**src/rtl/config_mac_accum.sv**
```systemverilog
// Streaming multiply-accumulate back end: sums signed 17-bit product beats into a
// saturating ACCW-bit accumulator and holds each completed vector until it is consumed.
module config_mac_accum #(
  parameter int ACCW     = 24,
  parameter int MAXBEATS = 255
) (
  input  logic            clk,
  input  logic            reset,
  input  logic            in_valid,
  output logic            in_ready,
  input  logic [16:0]     in_product,
  input  logic            in_last,
  input  logic [1:0]      mode,
  output logic            out_valid,
  input  logic            out_ready,
  output logic [ACCW-1:0] out_acc,
  output logic [7:0]      out_count,
  output logic [1:0]      out_mode,
  output logic            out_sat
);

  // state  | meaning
  // S_IDLE | waiting for the first beat of a vector
  // S_ACC  | accumulating beats of the current vector
  // S_DONE | result held until the consumer takes it
  typedef enum logic [1:0] {S_IDLE, S_ACC, S_DONE} state_t;

  localparam logic [ACCW-1:0] ACC_MAX = {1'b0, {(ACCW-1){1'b1}}};
  localparam logic [ACCW-1:0] ACC_MIN = {1'b1, {(ACCW-1){1'b0}}};
  localparam logic [7:0]      MAXB    = 8'(MAXBEATS);

  state_t          state_q, state_d;
  logic [ACCW-1:0] acc_q, acc_d;
  logic [7:0]      count_q, count_d;
  logic [1:0]      mode_q, mode_d;
  logic            sat_q, sat_d;
  logic            out_valid_q;

  logic            accept;
  logic [ACCW:0]   prod_ext;
  logic [ACCW:0]   sum;
  logic            clamp;
  logic [ACCW-1:0] sum_sat;
  logic [7:0]      count_inc;

  // Reset gates in_ready directly so no beat looks accepted while reset is held.
  assign in_ready  = !reset && (state_q != S_DONE);
  assign accept    = in_valid && in_ready;

  assign prod_ext  = {{(ACCW-16){in_product[16]}}, in_product};
  assign sum       = {acc_q[ACCW-1], acc_q} + prod_ext;
  assign clamp     = sum[ACCW] ^ sum[ACCW-1];
  assign sum_sat   = clamp ? (sum[ACCW] ? ACC_MIN : ACC_MAX) : sum[ACCW-1:0];
  assign count_inc = count_q + 8'd1;

  always_comb begin
    state_d = state_q;
    acc_d   = acc_q;
    count_d = count_q;
    mode_d  = mode_q;
    sat_d   = sat_q;
    case (state_q)
      S_IDLE: begin
        if (accept) begin
          acc_d   = prod_ext[ACCW-1:0];
          count_d = 8'd1;
          mode_d  = mode;
          sat_d   = 1'b0;
          state_d = (in_last || (MAXB == 8'd1)) ? S_DONE : S_ACC;
        end
      end
      S_ACC: begin
        if (accept) begin
          acc_d   = sum_sat;
          count_d = count_inc;
          sat_d   = sat_q | clamp;
          state_d = (in_last || (count_inc == MAXB)) ? S_DONE : S_ACC;
        end
      end
      S_DONE: begin
        if (out_ready) begin
          acc_d   = '0;
          count_d = '0;
          sat_d   = 1'b0;
          state_d = S_IDLE;
        end
      end
      default: state_d = S_IDLE;
    endcase
  end

  always_ff @(posedge clk or posedge reset) begin
    if (reset) begin
      state_q     <= S_IDLE;
      acc_q       <= '0;
      count_q     <= '0;
      mode_q      <= '0;
      sat_q       <= 1'b0;
      out_valid_q <= 1'b0;
    end else begin
      state_q     <= state_d;
      acc_q       <= acc_d;
      count_q     <= count_d;
      mode_q      <= mode_d;
      sat_q       <= sat_d;
      out_valid_q <= (state_d == S_DONE);
    end
  end

  assign out_valid = out_valid_q;
  assign out_acc   = acc_q;
  assign out_count = count_q;
  assign out_mode  = mode_q;
  assign out_sat   = sat_q;

endmodule

```
**config.mk**
```make
export PLATFORM = sky130hd
export DESIGN_NAME = config_mac_accum
export DESIGN_NICKNAME = d
export VERILOG_FILES = /design/src/rtl/config_mac_accum.sv
export SDC_FILE = /design/constraint.sdc
export NUM_CORES = 1
export LEC_CHECK = 0
export BUFFER_PORTS_ARGS = -buffer_cell sky130_fd_sc_hd__buf_2
export CORE_MARGIN = 3
export CORE_UTILIZATION = 25
export CTS_CLUSTER_SIZE = 14
export DETAILED_ROUTE_END_ITERATION = 8
export GPL_TIMING_DRIVEN = 0
export SYNTH_ARGS = -nofsm -noshare
export SYNTH_HDL_FRONTEND = slang
export SYNTH_SLANG_ARGS = --single-unit
```
**constraint.sdc**
```tcl
create_clock -name clk -period 3.18 [get_ports clk]
set_input_delay 0.954 -clock clk [delete_from_list [all_inputs] [get_ports clk]]
set_output_delay 0.954 -clock clk [all_outputs]
set_load 0.02 [all_outputs]
```
After elaboration in Yosys (flattened, before gate mapping)
Index checks and enable logic that the tools add are counted.
- register bits: 38
- input bits: 24
- add/subtract/negate cells: 2
- equal/unequal tests: 8
- mux-type cells: 20
- bitwise operators: 2
- reduce and logical (&&, ||, !) cells: 8
- operator list (cell ; number):
    two-way mux 24 bit ; 5
    case mux 24 bit (3 select lines) ; 1
    adder 24 x 17 -> 25 bit ; 1
    two-way mux 8 bit ; 3
    case mux 8 bit (3 select lines) ; 1
    two-way mux 2 bit ; 5
    adder 8 x 1 -> 8 bit, second input constant ; 1
    equality test 8 bit, second input constant ; 1
    inequality test 2 bit, second input constant ; 4
    case mux 2 bit (3 select lines) ; 1
    equality test 2 bit, second input constant ; 2
    AND reduction 4 bit ; 1
    two-way mux 1 bit ; 3
    case mux 1 bit (3 select lines) ; 1
    nonzero test 3 bit ; 1
    equality test 2 x 1 -> 1 bit, second input constant ; 1
    logical AND 1 bit ; 2
    logical NOT 2 bit ; 1
    AND reduction 2 bit ; 1
    logical NOT 1 bit ; 1
    logical OR 1 bit ; 1
    OR 1 bit ; 1
    XOR 1 bit ; 1

Logic depth before layout (Yosys ltp)
- depth in word-level cells: 7
- gate-level depth with buffers: 12
- mapped depth without buffers: 10

Worst setup path after synthesis
OpenSTA, ideal clock, no wires.
- kind: input to register
- start point: input in_product[0]
- end point: register acc_q[10], in the netlist out_acc[10]
- library setup time: 0.123 ns
- arrival: 2.980 ns
- required time: 3.057 ns
- path slack: 0.077 ns
- stages on the path: 12
- path through: ha_1 inv_1 fa_1 nand2b_1 a21oi_1 o21ai_2 a21o_1 and4_1 buf_6 buf_12 nor3_2 o21ai_2
- longest elaborated chain between the ends: 5
- elaborated cells on any way between the ends: 6
- RTL lines (element ; line ; RTL):
    from (decl) ; 11 ; input logic [16:0] in_product,
    adder 24 x 17 -> 25 bit (*) ; 51 ; assign sum = {acc_q[ACCW-1], acc_q} + prod_ext;
    two-way mux 24 bit / XOR 1 bit (equally long branches) ; 53, 52 ;
    two-way mux 24 bit (*) ; 53 ; assign sum_sat = clamp ? (sum[ACCW] ? ACC_MIN : ACC_MAX) : sum[ACCW-1:0];
    two-way mux 24 bit (*) ; 73 ; if (accept) begin
    case mux 24 bit (3 select lines) (*) ; 62 ; case (state_q)
    to (signal assigned) ; 95 ; acc_q <= '0;
    to (signal assigned) ; 102 ; acc_q <= acc_d;
    to (decl) ; 33 ; logic [ACCW-1:0] acc_q, acc_d;
Every way passes the cells marked *; elsewhere a longest branch is shown, timed or not. The select of a mux whose other input is x is not followed.
A chain may end at the register's enable or synchronous reset.

Final worst setup path
- start point: input in_product[12]
- end point: register acc_q[22], in the netlist out_acc[22]
The elaborated chain is that of the path after synthesis.

==> results.yml <==
global_route:
  grt_max_degree: 39
  grt_pass1_vias: 3177
  groute.usage.overall_pct: 12.9
  globalRoute.totalOverflow: 0
  grt_pass1_wl_um: 15600
  antenna_found_initial: 0
worst_setup_path:
  ff2ff_path_depth: 10
  cp_slowest_stage_delay_ns: 0.33
  worstPathCellList: "buf_2 > ha_1 > buf_2 > nand4_1 > a211oi_2 > a21oi_1 > o311ai_4 > and4_1 > buf_6 > nor3_4 > buf_12 > a211oi_1"
  r2r_slack_ns: 0.35
  crit_slowest_cell: "o311ai_4"
  startpoint_type: "input port"
  worst_ep_required_time_ns: 3.38
  crit_start: "in_product[12]"
  crit_arrival_ns: 3.28
  crit_fanout: 8
  cp_common_cell: "buf_2"
  worstSetupEndpointType: "register"
  r2r_end: "out_acc[20]$_DFFE_PP0P_"
  crit_end: "out_acc[22]$_DFFE_PP0P_"
  worstSetupPathType: "in -> reg"
  rr_startpoint: "state_q[0]$_DFF_PP0_"
final_layout:
  area_delta_synth_final_pct: 22.9
  antenna_cells: 0
  finalNonFillerCells: 649
  fillCellCount: 1426
  nets: 527
  drive_gt1_share_pct: 24.9
  final_area_mm2: 0.00423
route:
  first_iter_violations: 210
  ant_nets: 0
  vias: 3259
  via_per_inst: 5.02
  drc: 0
  firstDrtPassIters: 4
  drt_wl_total_um: 9910
  wl_per_cell_um: 15.3
clock_tree:
  holdBufCountCts: 0
  clk_path_buf_depth: 2
  clkTransAtPathRegs_ns: 0.07
  cts-root-buf: "clkbuf_16"
  cts.htree.levels: 2
  cts_inserted_buffers: 5
  cts_tree: "built"
  cts_sinks: 38
  clock_latency_ns: 0.29
pwr:
  p_leak_uw: 0.00182
  p_int_uw: 2240
  pwr-share-comb_pct: 69.3
  p_seq_share_pct: 18.9
  cellPowerDensity_mw_per_mm2: 1070
  power_frac_clock_pct: 11.7
  swShare_pct: 50.5
  p_switching_uw: 2290
  vdd_drop_max_mv: 0.318
floorplan:
  die_height_um: 123
  rows: 42
  die_width_um: 123
  start_util_pct: 25.8
  ios: 61
  coreArea_mm2: 0.0133
  die-area_mm2: 0.0152
yosys:
  ys.flop_type: "dfrtp_1"
  async_reset_ff_share_pct: 100
  ys_seq_elements: 38
  syn_nets: 455
  ys_types: 60
  ys_seq_area_share_pct: 27.6
  netlist_area_mm2: 0.00344
  ys_warn_count: 0
  syn-instance-count: 400
  synth_area_per_cell_um2: 8.61
  synth_edf_count: 0
sta:
  relSlewSlack_pct: 42.5
  finalCriticalPeriod_ns: 3.08
  worst_slew_pin_slew_ns: 0.862
  skew_ns: 0.0110
  fmax_mhz: 325
  finalCritPeriodShare_pct: 96.8
  slew_violations: 0
  rsz0062_at_grt: "true"
  setup_viol: 0
  hold_viol: 0
min_path:
  hold_depth: 1
  hold_class: "reg -> reg"
placed_design:
  placed_area_mm2: 0.00396
  hpwl_um: 7630
  globalplace.congestion: 0.920
  port_buffers: 60
  placedCellCount: 636
job:
  max_cap_violations: 0
status:
  status: "finished, final reports clean"
## kinds of logic after synthesis
| logic type | after synthesis | synth area share [%] |
|---|---|---|
| buffers and inverters | 32 | 4.80 |
| muxes | 2 | 0.654 |
| and+or+nand+nor | 126 | 21.0 |
| DFF | 38 | 27.6 |
| adders and majority gates | 31 | 11.5 |
| AOI/OAI and AO/OA | 150 | 29.0 |
| xor gates and xnor gates | 21 | 5.34 |
## synth_stat cells, types with 10 or more instances
library cell | count | share of area (%)
nand2_1 | 29 | 3.2
xnor2_1 | 14 | 3.6
dfrtp_1 | 38 | 28
a21oi_1 | 48 | 7.0
a211oi_1 | 12 | 2.6
o21ai_0 | 27 | 3.9
o21ai_1 | 10 | 1.5
inv_1 | 17 | 1.9
nor3b_1 | 16 | 3.5
nor2_1 | 27 | 2.9
ha_1 | 30 | 11
## what timing repair did
| action | 4_1_cts | 5_1_grt |
|---|---|---|
| pin swaps | 1 | 8 |
| gates resized for setup | 2 | 11 |
| endpoints found under the setup margin | 19 | 20 |
| setup buffers | 0 | 7 |
## cells in the final DEF, fill, tap and decap left out, types with 4 or more instances in the layout
master / count
buf_2: 61
a21oi_1: 47
dfrtp_1: 38
ha_1: 30
nand2_1: 29
nor2_1: 27
o21ai_0: 27
inv_1: 16
nor3b_1: 16
xnor2_1: 14
o21ai_1: 10
nor3_1: 9
nor3_2: 9
a21o_1: 8
nand3_1: 8
clkbuf_1: 7
a211oi_1: 7
xor2_1: 7
o21ai_2: 6
a211oi_2: 6
buf_4: 6
o31ai_1: 5
clkbuf_16: 5
nand2b_1: 4
nand4_1: 4
o21a_1: 4
a31oi_1: 4
nor2b_1: 4
## worst max-delay path: cells and delay by family
family / cells / cell delay, ns
AND/OR/NAND/NOR: 3 / 0.49
adder cells (fa/ha/maj): 1 / 0.26
buffers and inverters: 4 / 0.61
AO/OA/AOI/OAI: 4 / 0.97
## metal layers
metal  wire (um)  vias to the layer above  GRT usage, %
li1            -                     1618             -
met1        4270                     1582          15.5
met2        5050                       51          23.0
met3         476                        8          3.25
met4         114                        0          3.53
met5           0                        -             0
## per-stage QoR
| step | total power (uW) | setup WS [ns] | utilization [%] | hold WS [ns] | setup TNS [ns] |
|---|---|---|---|---|---|
| 4_1_cts | 4410 | 0.00819 | 30.9 | 0.512 | 0 |
| 6_report | 4520 | 0.101 | 31.7 | 0.508 | 0 |
| 3_3_place_gp | 3800 | -0.409 | 29.7 | 0.488 | -7.53 |
| 2_1_floorplan | 3120 | 0.0769 | - | 0.613 | 0 |
| 5_1_grt | 4900 | -0.0187 | 31.7 | 0.533 | -0.0193 |
| 3_5_place_dp | 3850 | -0.432 | 29.7 | 0.497 | -8.25 |
## cell type report
type	count	area (um2)	share of cell area, %
clock buffer	6	139	3.28
buffer	14	97.6	2.31
sequential	38	951	22.5
multi-input combinational	330	2390	56.4
inverter	17	63.8	1.51
timing repair buffer	66	360	8.52
tap	176	220	5.20
clock inverter	2	12.5	0.296
## power groups by stage
stage               Clock (uW)  Sequential [uW]  Combinational [uW]
floorplan                    0             1050                2070
global placement             0              852                2940
detailed placement           0              863                2980
CTS                        542              858                3020
global route               558              881                3460
finish                     531              855                3140
## flip-flops by register name (all words and copies together) (netlist names)
| signal | flops |
|---|---|
| out_mode | 2 |
| state_q | 2 |
| out_acc | 24 |
| out_valid | 1 |
| out_count | 8 |
| out_sat | 1 |
## worst min-delay path by stage
stage | from | slack [ns] | to
3_5_place_dp | out_mode[1]$_DFFE_PP0P_ | 0.50 | out_mode[1]$_DFFE_PP0P_
2_1_floorplan | out_count[7]$_DFFE_PP0P_ | 0.61 | out_count[7]$_DFFE_PP0P_
4_1_cts | out_mode[1]$_DFFE_PP0P_ | 0.51 | out_mode[1]$_DFFE_PP0P_
5_1_grt | out_mode[1]$_DFFE_PP0P_ | 0.53 | out_mode[1]$_DFFE_PP0P_
3_3_place_gp | out_mode[0]$_DFFE_PP0P_ | 0.49 | out_mode[0]$_DFFE_PP0P_
6_report | out_mode[1]$_DFFE_PP0P_ | 0.51 | out_mode[1]$_DFFE_PP0P_
(Power assumes the default switching activity.)
